<file path="src/rtl/uart_packet_sequencer.sv">
// UART packet sequencer: parses framed host packets and
// echoes payloads or returns a 32-bit add/sub result.
module uart_packet_sequencer #(
  parameter int TIMEOUT_CYCLES_P = 3225600,
  parameter int TIMEOUT_WIDTH_P  = 22
) (
  input  logic       clk,
  input  logic       rst_n,
  input  logic [7:0] rx_tdata,
  input  logic       rx_tvalid,
  output logic       rx_tready,
  output logic [7:0] tx_tdata,
  output logic       tx_tvalid,
  input  logic       tx_tready,
  output logic       busy,
  output logic       err
);

  typedef enum logic [2:0] {
    HDR0, HDR1, HDR2, HDR3,
    ECHO, OPND, RES, DRAIN
  } state_t;

  localparam logic [7:0] OP_ECHO = 8'hEC;
  localparam logic [7:0] OP_ADD  = 8'hA0;
  localparam logic [7:0] OP_SUB  = 8'hA1;
  localparam logic [TIMEOUT_WIDTH_P-1:0] TMO_LAST =
    TIMEOUT_WIDTH_P'(TIMEOUT_CYCLES_P - 1);

  state_t state, state_n;
  logic        err_n;
  logic [7:0]  opcode;
  logic [7:0]  len_lo;
  logic [15:0] len;
  logic [15:0] plen;
  logic [15:0] cnt;
  logic [1:0]  bidx;
  logic        first;
  logic [31:0] opnd;
  logic [31:0] opnd_n;
  logic [31:0] acc;
  logic [31:0] acc_n;
  logic [2:0]  res_cnt;
  logic [TIMEOUT_WIDTH_P-1:0] tmo;
  logic        timed;
  logic        tmo_hit;
  logic        rx_xfer;
  logic        tx_xfer;
  logic        tx_free;
  logic        last;
  logic        is_echo;
  logic        is_alu;
  logic        tx_load;
  logic [7:0]  tx_byte;

  assign rx_xfer = rx_tvalid && rx_tready;
  assign tx_xfer = tx_tvalid && tx_tready;
  assign tx_free = !tx_tvalid || tx_tready;
  assign len     = {rx_tdata, len_lo};
  assign plen    = len - 16'd4;
  assign last    = (cnt == 16'd1);
  assign is_echo = (opcode == OP_ECHO);
  assign is_alu  = (opcode == OP_ADD) || (opcode == OP_SUB);
  assign opnd_n  = {rx_tdata, opnd[31:8]};
  assign acc_n   = first ? opnd_n :
                   (opcode == OP_SUB) ? acc - opnd_n :
                   acc + opnd_n;
  assign timed   = (state != HDR0) && (state != RES);
  assign tmo_hit = timed && !rx_xfer && (tmo == TMO_LAST);

  // State register
  always_ff @(posedge clk or negedge rst_n) begin
    if (!rst_n) state <= HDR0;
    else        state <= state_n;
  end

  // Next-state and error decision
  always_comb begin
    state_n = state;
    err_n   = 1'b0;
    case (state)
      HDR0: if (rx_xfer) state_n = HDR1;
      HDR1, HDR2: begin
        if (tmo_hit) begin
          state_n = HDR0;
          err_n   = 1'b1;
        end else if (rx_xfer) begin
          state_n = (state == HDR1) ? HDR2 : HDR3;
        end
      end
      HDR3: begin
        if (tmo_hit) begin
          state_n = HDR0;
          err_n   = 1'b1;
        end else if (rx_xfer) begin
          if (len < 16'd4) begin
            state_n = HDR0;
            err_n   = 1'b1;
          end else if (is_echo && plen == 16'd0) begin
            state_n = HDR0;
          end else if (is_echo) begin
            state_n = ECHO;
          end else if (is_alu && plen != 16'd0
                       && plen[1:0] == 2'd0) begin
            state_n = OPND;
          end else if (plen == 16'd0) begin
            state_n = HDR0;
            err_n   = 1'b1;
          end else begin
            state_n = DRAIN;
            err_n   = 1'b1;
          end
        end
      end
      ECHO, OPND, DRAIN: begin
        if (tmo_hit) begin
          state_n = HDR0;
          err_n   = 1'b1;
        end else if (rx_xfer && last) begin
          state_n = (state == OPND) ? RES : HDR0;
        end
      end
      RES: if (res_cnt == 3'd4 && tx_xfer) state_n = HDR0;
      default: state_n = HDR0;
    endcase
  end

  // Handshake and status outputs
  always_comb begin
    rx_tready = 1'b1;
    busy      = (state != HDR0);
    case (state)
      ECHO:    rx_tready = tx_free;
      RES:     rx_tready = 1'b0;
      default: rx_tready = 1'b1;
    endcase
  end

  // Select the byte to place on tx
  always_comb begin
    tx_load = 1'b0;
    tx_byte = 8'h00;
    if (state == ECHO && rx_xfer) begin
      tx_load = 1'b1;
      tx_byte = rx_tdata;
    end else if (state == OPND && rx_xfer
                 && last && tx_free) begin
      tx_load = 1'b1;
      tx_byte = acc_n[7:0];
    end else if (state == RES && tx_free
                 && res_cnt != 3'd4) begin
      tx_load = 1'b1;
      tx_byte = acc[8*res_cnt[1:0] +: 8];
    end
  end

  // Registered tx stream, held until the transfer completes
  always_ff @(posedge clk or negedge rst_n) begin
    if (!rst_n) begin
      tx_tdata  <= 8'h00;
      tx_tvalid <= 1'b0;
    end else if (tx_load) begin
      tx_tdata  <= tx_byte;
      tx_tvalid <= 1'b1;
    end else if (tx_xfer) begin
      tx_tvalid <= 1'b0;
    end
  end

  // Inter-byte timeout counter and error pulse
  always_ff @(posedge clk or negedge rst_n) begin
    if (!rst_n) begin
      tmo <= '0;
      err <= 1'b0;
    end else begin
      err <= err_n;
      if (!timed || rx_xfer || tmo_hit) tmo <= '0;
      else                             tmo <= tmo + 1'b1;
    end
  end

  // Header capture, payload counter and operand datapath
  always_ff @(posedge clk or negedge rst_n) begin
    if (!rst_n) begin
      opcode  <= 8'h00;
      len_lo  <= 8'h00;
      cnt     <= 16'h0000;
      bidx    <= 2'd0;
      first   <= 1'b0;
      opnd    <= 32'h0;
      acc     <= 32'h0;
      res_cnt <= 3'd0;
    end else begin
      if (state == HDR0 && rx_xfer) opcode <= rx_tdata;
      if (state == HDR2 && rx_xfer) len_lo <= rx_tdata;
      if (state == HDR3 && rx_xfer) begin
        cnt   <= plen;
        bidx  <= 2'd0;
        first <= 1'b1;
      end
      if ((state == ECHO || state == OPND
           || state == DRAIN) && rx_xfer)
        cnt <= cnt - 16'd1;
      if (state == OPND && rx_xfer) begin
        opnd <= opnd_n;
        bidx <= bidx + 2'd1;
        if (bidx == 2'd3) begin
          acc   <= acc_n;
          first <= 1'b0;
        end
      end
      if (state == OPND && rx_xfer && last)
        res_cnt <= tx_free ? 3'd1 : 3'd0;
      else if (state == RES && tx_load)
        res_cnt <= res_cnt + 3'd1;
    end
  end

endmodule

</file>
<file path="config.mk">
export PLATFORM = sky130hd
export DESIGN_NAME = uart_packet_sequencer
export DESIGN_NICKNAME = d
export VERILOG_FILES = /design/src/rtl/uart_packet_sequencer.sv
export SDC_FILE = /design/constraint.sdc
export NUM_CORES = 1
export LEC_CHECK = 0
export ABC_AREA = 1
export BUFFER_PORTS_ARGS = -buffer_cell sky130_fd_sc_hd__clkbuf_2
export CAP_MARGIN = 25
export CORE_UTILIZATION = 50
export DETAILED_ROUTE_END_ITERATION = 8
export GPL_TIMING_DRIVEN = 0
export PLACE_DENSITY_LB_ADDON = 0.2
export SLEW_MARGIN = 20
export SYNTH_ARGS = -nofsm -noshare
export SYNTH_HDL_FRONTEND = slang
export SYNTH_SLANG_ARGS = --single-unit
</file>
<file path="constraint.sdc">
create_clock -name clk -period 4.24 [get_ports clk]
set_input_delay 0.212 -clock clk [delete_from_list [all_inputs] [get_ports clk]]
set_output_delay 0.212 -clock clk [all_outputs]
set_load 0.01 [all_outputs]
</file>
-- After elaboration in Yosys (flattened, before gate mapping)
Cells that the tools add are included.
- add/subtract/negate cells: 7
- $mul: 0
- div/mod/pow operators: 0
- $lt $le $gt $ge: 1
- equal/unequal tests: 21
- shifts and indexed selects: 1
- mux-type cells: 46
- bitwise gates (word level): 0
- reduce and logical (&&, ||, !) cells: 44
- operators by type and width (kind ; count):
    $mux 32 ; 2
    $mux 3 ; 16
    $add 32x32->32 ; 1
    $mux 16 ; 2
    $shiftx 32x6->8 ; 1
    $sub 32x32->32 ; 1
    $eq 8x8->1 const B ; 3
    $mux 8 ; 3
    $add 22x1->22 const B ; 1
    $eq 22x22->1 const B ; 1
    $mux 22 ; 1
    $logic_and 1x1->1 ; 21
    $mux 1 ; 17
    $eq 16x1->1 const B ; 1
    $logic_not 16->1 ; 1
    $lt 16x3->1 const B ; 1
    $reduce_bool 16->1 ; 1
    $sub 16x1->16 const B ; 1
    $sub 16x3->16 const B ; 1
    $eq 3x3->1 const B ; 5
    $ne 3x3->1 const B ; 5
    $pmux 3 s5 ; 1
    $reduce_bool 2->1 ; 4
    $eq 3x2->1 const B ; 2
    other kinds (17) ; 27
- flip-flop bits (word level): 137
- bits in latches: 0
- memory bits (writable): 0
- bits in read-only memories: 0
- memories kept: 0

-- Depth between registers and ports, before layout
Gate-level depths: netlist of the first run.
- word-level depth: 12
- mapped depth: 23
- mapped depth without buffers: 23

-- Worst setup path after synthesis of the first run
No wires, ideal clock.
- path kind: reg2reg
- from: register opnd[8]
- to: register acc[30]
- setup time: 0.120 ns
- arrival time: 2.792 ns
- path slack: 1.327 ns
- stages on the path, launching flop included: 23
- buffers on the path: 0
- clock period less this slack: 2.913 ns
- cells stage by stage: dfrtp_1 inv_1 ha_1 nand3_1 nor2_1 nand2_1 nor3_2 nand4_1 o21ai_1 nand2_1 xor2_1 ha_1 inv_1 nor3_1 inv_1 nor2_1 inv_1 nor2_1 nor2_1 nand3_1 nand2_1 o21ai_1 nand2_1
- longest elaborated chain between the ends: 3
- ends and longest elaborated chain (element ; RTL line ; RTL):
    start, declared ; 39 ; logic [31:0] opnd;
    start signal, assigned ; 205 ; opnd <= opnd_n;
    $add 32x32->32 / $sub 32x32->32 (equally long branches) ; 67, 66 ;
    $mux 32 * ; 66 ; (opcode == OP_SUB) ? acc - opnd_n :
    $mux 32 * ; 65 ; assign acc_n = first ? opnd_n :
    end signal, assigned ; 208 ; acc <= acc_n;
    end, declared ; 41 ; logic [31:0] acc;
Every way passes the cells marked *; elsewhere a longest branch is shown, timed or not.
A chain may end at the register's enable or synchronous reset.

-- Worst setup path after layout of the first run
- from: register opnd[9]
- to: register acc[25]
Same word-level chain as after synthesis.

==> out/qor.csv, run 1 <==
stage,metric,value,unit
status,status,completed,
setup_path,Startpoint Class,flip-flop,
synthesis,Synth Instances,1390,
setup_path,delay of the slowest cell on the worst path,0.40,ns
synthesis,"FFs w/ async S/R, synth",1.00,
cts,clock buffer depth,2,
drt,drt first pass iters,7,
drt,Residual DRC,0,
flow_run,# Max-Cap Violations,0,
die,die area,0.0197,mm²
synthesis,Syn. warnings,0,
cts,Clock Root Buffer,clkbuf_16,
die,Starting Density,0.511,
die,Die H,140,µm
synthesis,synthesized net count,1443,
synthesis,most used flip-flop cell after synthesis,dfrtp_1,
setup_path,Crit Path Category,reg -> reg,
cells_and_area,"non-filler cells, final",1682,
global_route,GRT Residual Overflow,0,
synthesis,Post-synth EDFFs,0,
setup_path,crit path cell chain,inv_1 > ha_1 > nand3_1 > nor2_1 > nand2_1 > nor3_2 > nand4_1 > o21ai_1 > xor2_1 > ha_1 > inv_1 > o21ai_0 > a31oi_1 > a21boi_0 > nand3_1 > nand2_1 > nand3_1 > nand2_1 > nand2_1,
sta,Hold Worst Slack,0.182,ns
global_route,first-pass GRT wire length,49.2,mm
cells_and_area,"commonest non-fill, non-tap cells in the layout","nand2_1 (348), inv_1 (168), nor2_1 (160), dfrtp_1 (129), o21ai_0 (117)",
drt,routed via count,9624,
setup_path,crit-path most repeated cell,nand2_1,
sta,FMAX,258,MHz
cells_and_area,Syn-to-layout area delta,11.4,%
cells_and_area,Antenna diodes,0,
die,# rows,50,
global_route,initial antenna violation count,0,
sta,post-route worst setup slack,0.368,ns
sta,Fin. Hold Viols,0,
drt,Iter 0 DRT Violations,878,
cts,Worst-path clk slew,0.06,ns
synthesis,Yosys top cell by area,dfrtp_1,
place,post-placement cell count,1647,
sta,Final Setup Violations,0,
place,Setup WS pre-CTS,0.157,ns
die,core area,0.0187,mm²
drt,"antenna viol nets, final",0,
cts,H-tree levels,4,
setup_path,RR Startpoint,opnd[9],
cts,cts bufs inserted,17,
sta,Final TNS setup,0,ns
power,pwr dens,954,mW/mm²
die,DIE WIDTH,140,µm
place,placed instance area,0.00999,mm²
global_route,largest net degree at the start of global routing,73,
setup_path,R2R cell count,19,
min_path,hold path endpoint,cnt[15],
drt,WL/cell,18.2,µm
cells_and_area,Layout Nets,1488,
drt,drt total wl,30.7,mm
cts,clk_lat worst skew,0.43,ns
drt,Via-to-Cell Ratio,5.72,
setup_path,Worst Path Required,4.56,ns
power,P_leak,5.04,nW
synthesis,"top cells by area, synth","dfrtp_1 (34%), nand2_1 (14%), inv_1 (6.6%)",
sta,ratio of final minimum period to clock period,0.913,
cells_and_area,share of cells above drive strength 1,0.0794,
synthesis,Mapped Avg Cell Area,6.87,µm²
cells_and_area,"most common cell after layout, fill and taps aside",nand2_1,
min_path,Hold Path Depth,3,
sta,Final Critical Period,3.87,ns
sta,unrepaired setup endpoints after global routing,false,
synthesis,register bit total from synthesis,129,
power,Max VDD drop,1.25,mV
synthesis,Synth cell types,53,
sta,Final Max Tran Viols,0,
setup_path,slowest cell on the critical path,dfrtp_1,
setup_path,R2R Path End,acc[25],
setup_path,endpoint type of the worst setup path,flip-flop,
sta,skew final,0.0118,ns
place,port bufs,22,
cts,CTS tree,built,
sta,Worst Max-Slew Pin Slew,0.684,ns
place,hpwl dp,24.1,mm
synthesis,"Seq/Total Area, Yosys",0.338,
synthesis,Netlist Area Pre-Place,0.00955,mm²
setup_path,r2r setup slk,0.37,ns
synthesis,Yosys top cell area share,0.338,
sta,max_slew headroom,0.544,
die,# IOs,24,
place,placer congestion estimate,0.978,
global_route,vias in the first global route,9148,
min_path,Hold Crit Start,rx_tdata[7],
cts,Clock Sinks,129,
cells_and_area,fin area,0.0106,mm²
cells_and_area,post-layout util,0.569,
setup_path,Worst Path Max Fanout,6,
min_path,Hold/Removal Path Class,in -> reg,
setup_path,WP data arrival,4.19,ns
power,"Power, Total",10.2,mW
global_route,All-Layer GR Usage,0.329,
## synth_stat cells, types with 3 or more instances
| cell type | number |
|---|---|
| nand2_1 | 348 |
| inv_1 | 169 |
| nor2_1 | 160 |
| dfrtp_1 | 129 |
| o21ai_0 | 117 |
| a21oi_1 | 77 |
| nand3_1 | 71 |
| xor2_1 | 47 |
| ha_1 | 40 |
| nand4_1 | 29 |
| nor3_1 | 21 |
| clkbuf_1 | 19 |
| o211ai_1 | 16 |
| inv_2 | 12 |
| a31oi_1 | 9 |
| o21ai_1 | 9 |
| buf_2 | 8 |
| nor2_2 | 8 |
| o22ai_1 | 8 |
| nand3b_1 | 6 |
| o2111ai_1 | 6 |
| o221ai_1 | 6 |
| nor4_1 | 5 |
| xnor2_1 | 5 |
| clkinv_1 | 4 |
| nor3_2 | 4 |
| o31ai_1 | 4 |
| or2_2 | 4 |
| a21boi_0 | 3 |
| a22oi_1 | 3 |
| and2_1 | 3 |
| buf_4 | 3 |
| nand2_4 | 3 |
| nor3_4 | 3 |
| o21a_1 | 3 |
| o21bai_1 | 3 |
## cell families (layout without fill, tap and decap cells)
kind of cell	after synthesis	after routing	synth area share
AOI/OAI and AO/OA	276	276	0.166
xor gates and xnor gates	52	52	0.0477
adders and majority gates	41	41	0.0545
buffers and inverters	218	276	0.0886
DFF	129	129	0.338
and+or+nand+nor	674	674	0.305
## critical path, delay by kind of cell, from the launching register on
family	cells	cell delay (ns)
AO/OA/AOI/OAI	4	0.92
XOR/XNOR	1	0.27
adder cells (fa/ha/maj)	2	0.55
buffers and inverters	2	0.28
flip-flops	1	0.40
AND/OR/NAND/NOR	10	1.32
## worst max path at each step
stage	start	to	slack [ns]
2_1_floorplan	opnd[8]	acc[30]	1.33
3_3_place_gp	opcode[4]	acc[30]	0.18
3_5_place_dp	opcode[4]	acc[30]	0.16
4_1_cts	opcode[4]	acc[30]	0.13
5_1_grt	opnd[9]	acc[22]	0.02
6_report	opnd[9]	acc[25]	0.37
## power breakdown
group          leakage, nW  switching, mW  internal, mW
combinational         3.09           4.60          2.15
clock                0.290          0.584         0.960
sequential            1.65          0.316          1.54
## final cells by class
| cell class | instances | area (µm²) |
|---|---|---|
| buffer | 30 | 134 |
| fill | 1818 | 8070 |
| timing repair buffer | 26 | 174 |
| inverter | 188 | 712 |
| clock buffer | 21 | 460 |
| clock inverter | 11 | 153 |
| multi-input combinational | 1043 | 5490 |
| tap | 234 | 293 |
| sequential | 129 | 3230 |
## registers in the layout, summed over array words and instances (netlist names), 8 cells and up
signal and cells:
acc 32, cnt 16, len_lo 8, opcode 8
opnd 24, tmo 22, tx_tdata 8
## metal layers
metal / GRT usage / vias up / share of wire
met5: 0 / - / 0
met4: 0.136 / 0 / 0.040
met3: 0.0489 / 66 / 0.057
met2: 0.529 / 379 / 0.46
met1: 0.442 / 4507 / 0.44
li1: - / 4672 / -
## repair_timing
item / in CTS / in global routing
endpoints found under the setup margin: 0 / 8
hold buffers: 2 / 0
gates resized for setup: 0 / 3
buffers inserted: 0 / 1
endpoints found under the hold margin: 58 / 0
Note: power is estimated with default switching activity, not from simulation.
==> run 2: changes to the inputs <==
- ABC_AREA: 1 -> default
- PLACE_DENSITY: default -> 0.7
- PLACE_DENSITY_LB_ADDON: 0.2 -> default
==> out/qor.csv, run 2 <==
stage,metric,value,unit,change
place,port bufs,18,,-18%
setup_path,Worst Path Required,4.59,ns,+0.03 ns
synthesis,Syn. warnings,0,,unchanged
cells_and_area,max reg flops,32,,unchanged
synthesis,synthesized net count,1034,,-28%
setup_path,Crit Path Category,reg -> reg,,
synthesis,"Seq/Total Area, Yosys",0.363,,+0.0247
sta,Worst Max-Slew Pin Slew,0.907,ns,+0.223 ns
setup_path,r2r setup slk,-0.07,ns,-0.44 ns
sta,Hold Worst Slack,0.0869,ns,-0.0952 ns
cells_and_area,post-layout util,0.587,,+0.0184
drt,drt total wl,25.7,mm,-16%
cells_and_area,Antenna diodes,0,,unchanged
setup_path,WP data arrival,4.66,ns,+0.47 ns
cells_and_area,"commonest non-fill, non-tap cells in the layout","dfrtp_1 (126), nor2_1 (96), a21oi_1 (78), nand2_1 (76), o21ai_0 (52)",,
sta,Final TNS setup,-0.0713,ns,-0.0713 ns
flow_run,# Max-Cap Violations,0,,unchanged
drt,Via-to-Cell Ratio,6.26,,+9.4%
cts,Clock Root Buffer,clkbuf_16,,
cells_and_area,"most common cell after layout, fill and taps aside",dfrtp_1,,
place,hpwl dp,18.2,mm,-24%
cts,H-tree levels,4,,unchanged
setup_path,delay of the slowest cell on the worst path,0.46,ns,+0.06 ns
setup_path,crit path cell chain,nor3_4 > nand2b_1 > nor4b_4 > nand3b_1 > nor4_4 > buf_4 > nor2_1 > xnor2_1 > ha_1 > and3_4 > and2_4 > nand2_1 > nor4bb_4 > o211ai_2 > and4_1 > or4_1 > a31oi_1,,
setup_path,family with the most delay on the worst path,simple AND/OR/NAND/NOR gates,,
global_route,All-Layer GR Usage,0.292,,-0.0367
power,"Power, Total",8.56,mW,-16%
cts,clk_lat worst skew,0.43,ns,about the same
drt,Iter 0 DRT Violations,741,,-16%
sta,Final Critical Period,4.31,ns,+0.439 ns
global_route,initial antenna violation count,0,,unchanged
sta,Final Setup Violations,1,,+1
synthesis,Post-synth EDFFs,0,,unchanged
synthesis,Mapped Avg Cell Area,9.07,µm²,+32%
synthesis,"FFs w/ async S/R, synth",1.00,,unchanged
synthesis,Synth cell types,79,,+49%
setup_path,Startpoint Class,flip-flop,,
drt,"antenna viol nets, final",0,,unchanged
synthesis,register bit total from synthesis,129,,unchanged
cells_and_area,Reg with most FFs,acc,,
cells_and_area,fin area,0.0102,mm²,-4.2%
drt,drt first pass iters,7,,unchanged
power,Max VDD drop,0.714,mV,-43%
min_path,Hold/Removal Path Class,in -> reg,,
setup_path,slowest cell on the critical path,or4_1,,
sta,Fin. Hold Viols,0,,unchanged
die,# IOs,24,,unchanged
global_route,first-pass GRT wire length,40.8,mm,-17%
cells_and_area,Layout Nets,1085,,-27%
global_route,GRT Residual Overflow,0,,unchanged
die,DIE WIDTH,135,µm,-3.4%
cells_and_area,Syn-to-layout area delta,14.5,%,
die,die area,0.0183,mm²,-6.7%
die,Starting Density,0.513,,+0.00227
synthesis,"top cells by area, synth","dfrtp_1 (36%), ha_1 (5.6%), mux2_2 (4.6%)",,
power,P_leak,4.42,nW,-12%
drt,routed via count,7950,,-17%
power,pwr dens,840,mW/mm²,-12%
place,placed instance area,0.00932,mm²,-6.7%
sta,FMAX,232,MHz,-10%
synthesis,most used flip-flop cell after synthesis,dfrtp_1,,
die,Die H,135,µm,-3.4%
sta,unrepaired setup endpoints after global routing,true,,
die,core area,0.0174,mm²,-7.2%
setup_path,WP buf/inv,1,,-1
die,# rows,48,,-4.0%
synthesis,Yosys top cell area share,0.363,,+0.0247
synthesis,Synth top cells by count,"dfrtp_1 (129), nor2_1 (96), a21oi_1 (80), nand2_1 (78), o21ai_0 (53)",,
sta,max_slew headroom,0.393,,-0.151
status,status,"complete, but fails checks",,
cts,Clock Sinks,129,,unchanged
cts,CTS tree,built,,
place,placer congestion estimate,0.951,,-2.7%
cts,cts bufs inserted,17,,unchanged
global_route,vias in the first global route,7585,,-17%
status,failing checks,negative setup slack,,
setup_path,Worst Path Max Fanout,6,,unchanged
sta,Final Max Tran Viols,0,,unchanged
synthesis,Netlist Area Pre-Place,0.00890,mm²,-6.8%
cts,Worst-path clk slew,0.06,ns,about the same
synthesis,most common cell in the netlist,dfrtp_1,,
synthesis,Synth Instances,981,,-29%
sta,post-route worst setup slack,-0.0713,ns,-0.439 ns
synthesis,Yosys top cell by area,dfrtp_1,,
cts,clock buffer depth,2,,unchanged
setup_path,endpoint type of the worst setup path,flip-flop,,
global_route,largest net degree at the start of global routing,90,,+23%
drt,Residual DRC,0,,unchanged
sta,ratio of final minimum period to clock period,1.02,,+0.104
cells_and_area,share of cells above drive strength 1,0.165,,+0.0852
cells_and_area,Top Registers,"acc x32, opnd x24, tmo x22",,
drt,WL/cell,20.3,µm,+11%
sta,skew final,0.00751,ns,-0.00424 ns
==> run 2: worst paths after layout <==
| path | start | cells after the start | to |
|---|---|---|---|
| setup / recovery | opnd[12] | 17 | acc[31] |
| hold / removal | rx_tdata[5] | 2 | len_lo[5] |
| setup reg to reg | opnd[12] | 17 | acc[31] |
| hold reg to reg | tmo[0] | 1 | tmo[0] |
| max in group asynchronous | rst_n | 3 | opnd[8] |
| min in group asynchronous | rst_n | 2 | cnt[5] |
==> run 2: power breakdown <==
| group | switching, mW | total (mW) | internal [mW] |
|---|---|---|---|
| clock | 0.593 | 1.41 | 0.820 |
| combinational | 2.92 | 5.22 | 2.31 |
| sequential | 0.385 | 1.93 | 1.54 |
==> run 2: repair_timing <==
item,in CTS,in global routing
gates resized for setup,17,36
setup buffers,4,9
endpoints found under the hold margin,40,0
pin swaps,6,18
setup endpoints to repair,20,16
hold buffers,1,0
==> run 2: cell families after synthesis <==
| family | count (synthesis) | share of synthesized area |
|---|---|---|
| xor+xnor | 76 | 0.0748 |
| compound gates | 266 | 0.193 |
| flops | 129 | 0.363 |
| fa+ha+maj | 41 | 0.0585 |
| simple gates | 336 | 0.199 |
| mux | 51 | 0.0736 |
| buf+inv | 82 | 0.0377 |
==> run 2: layout make-up <==
cell class                      count  area (µm²)
Buffer                             52         240
Clock buffer                       19         443
Clock inverter                     13         113
Fill cell                        1533        7170
Inverter                           29         109
Multi-Input combinational cell    770        5540
Sequential cell                   129        3230
Tap cell                          225         282
Timing Repair Buffer               33         238
==> run 2: routing by layer <==
| layer | wire (µm) | vias to the layer above | global-route usage |
|---|---|---|---|
| met5 | 0 | - | 0 |
| met4 | 943 | 0 | 0.130 |
| met3 | 1930 | 75 | 0.0610 |
| met2 | 11700 | 360 | 0.451 |
| met1 | 11100 | 3813 | 0.393 |
| li1 | - | 3702 | - |
==> run 2: per-stage QoR <==
| step | instances | setup WS [ns] |
|---|---|---|
| floorplan | 981 | 0.144 |
| finish | 1270 | -0.0713 |
| CTS | 1261 | -0.0460 |
| detailed placement | 1225 | -0.600 |
| global placement | 1224 | -0.528 |
| global route | 1270 | -0.289 |
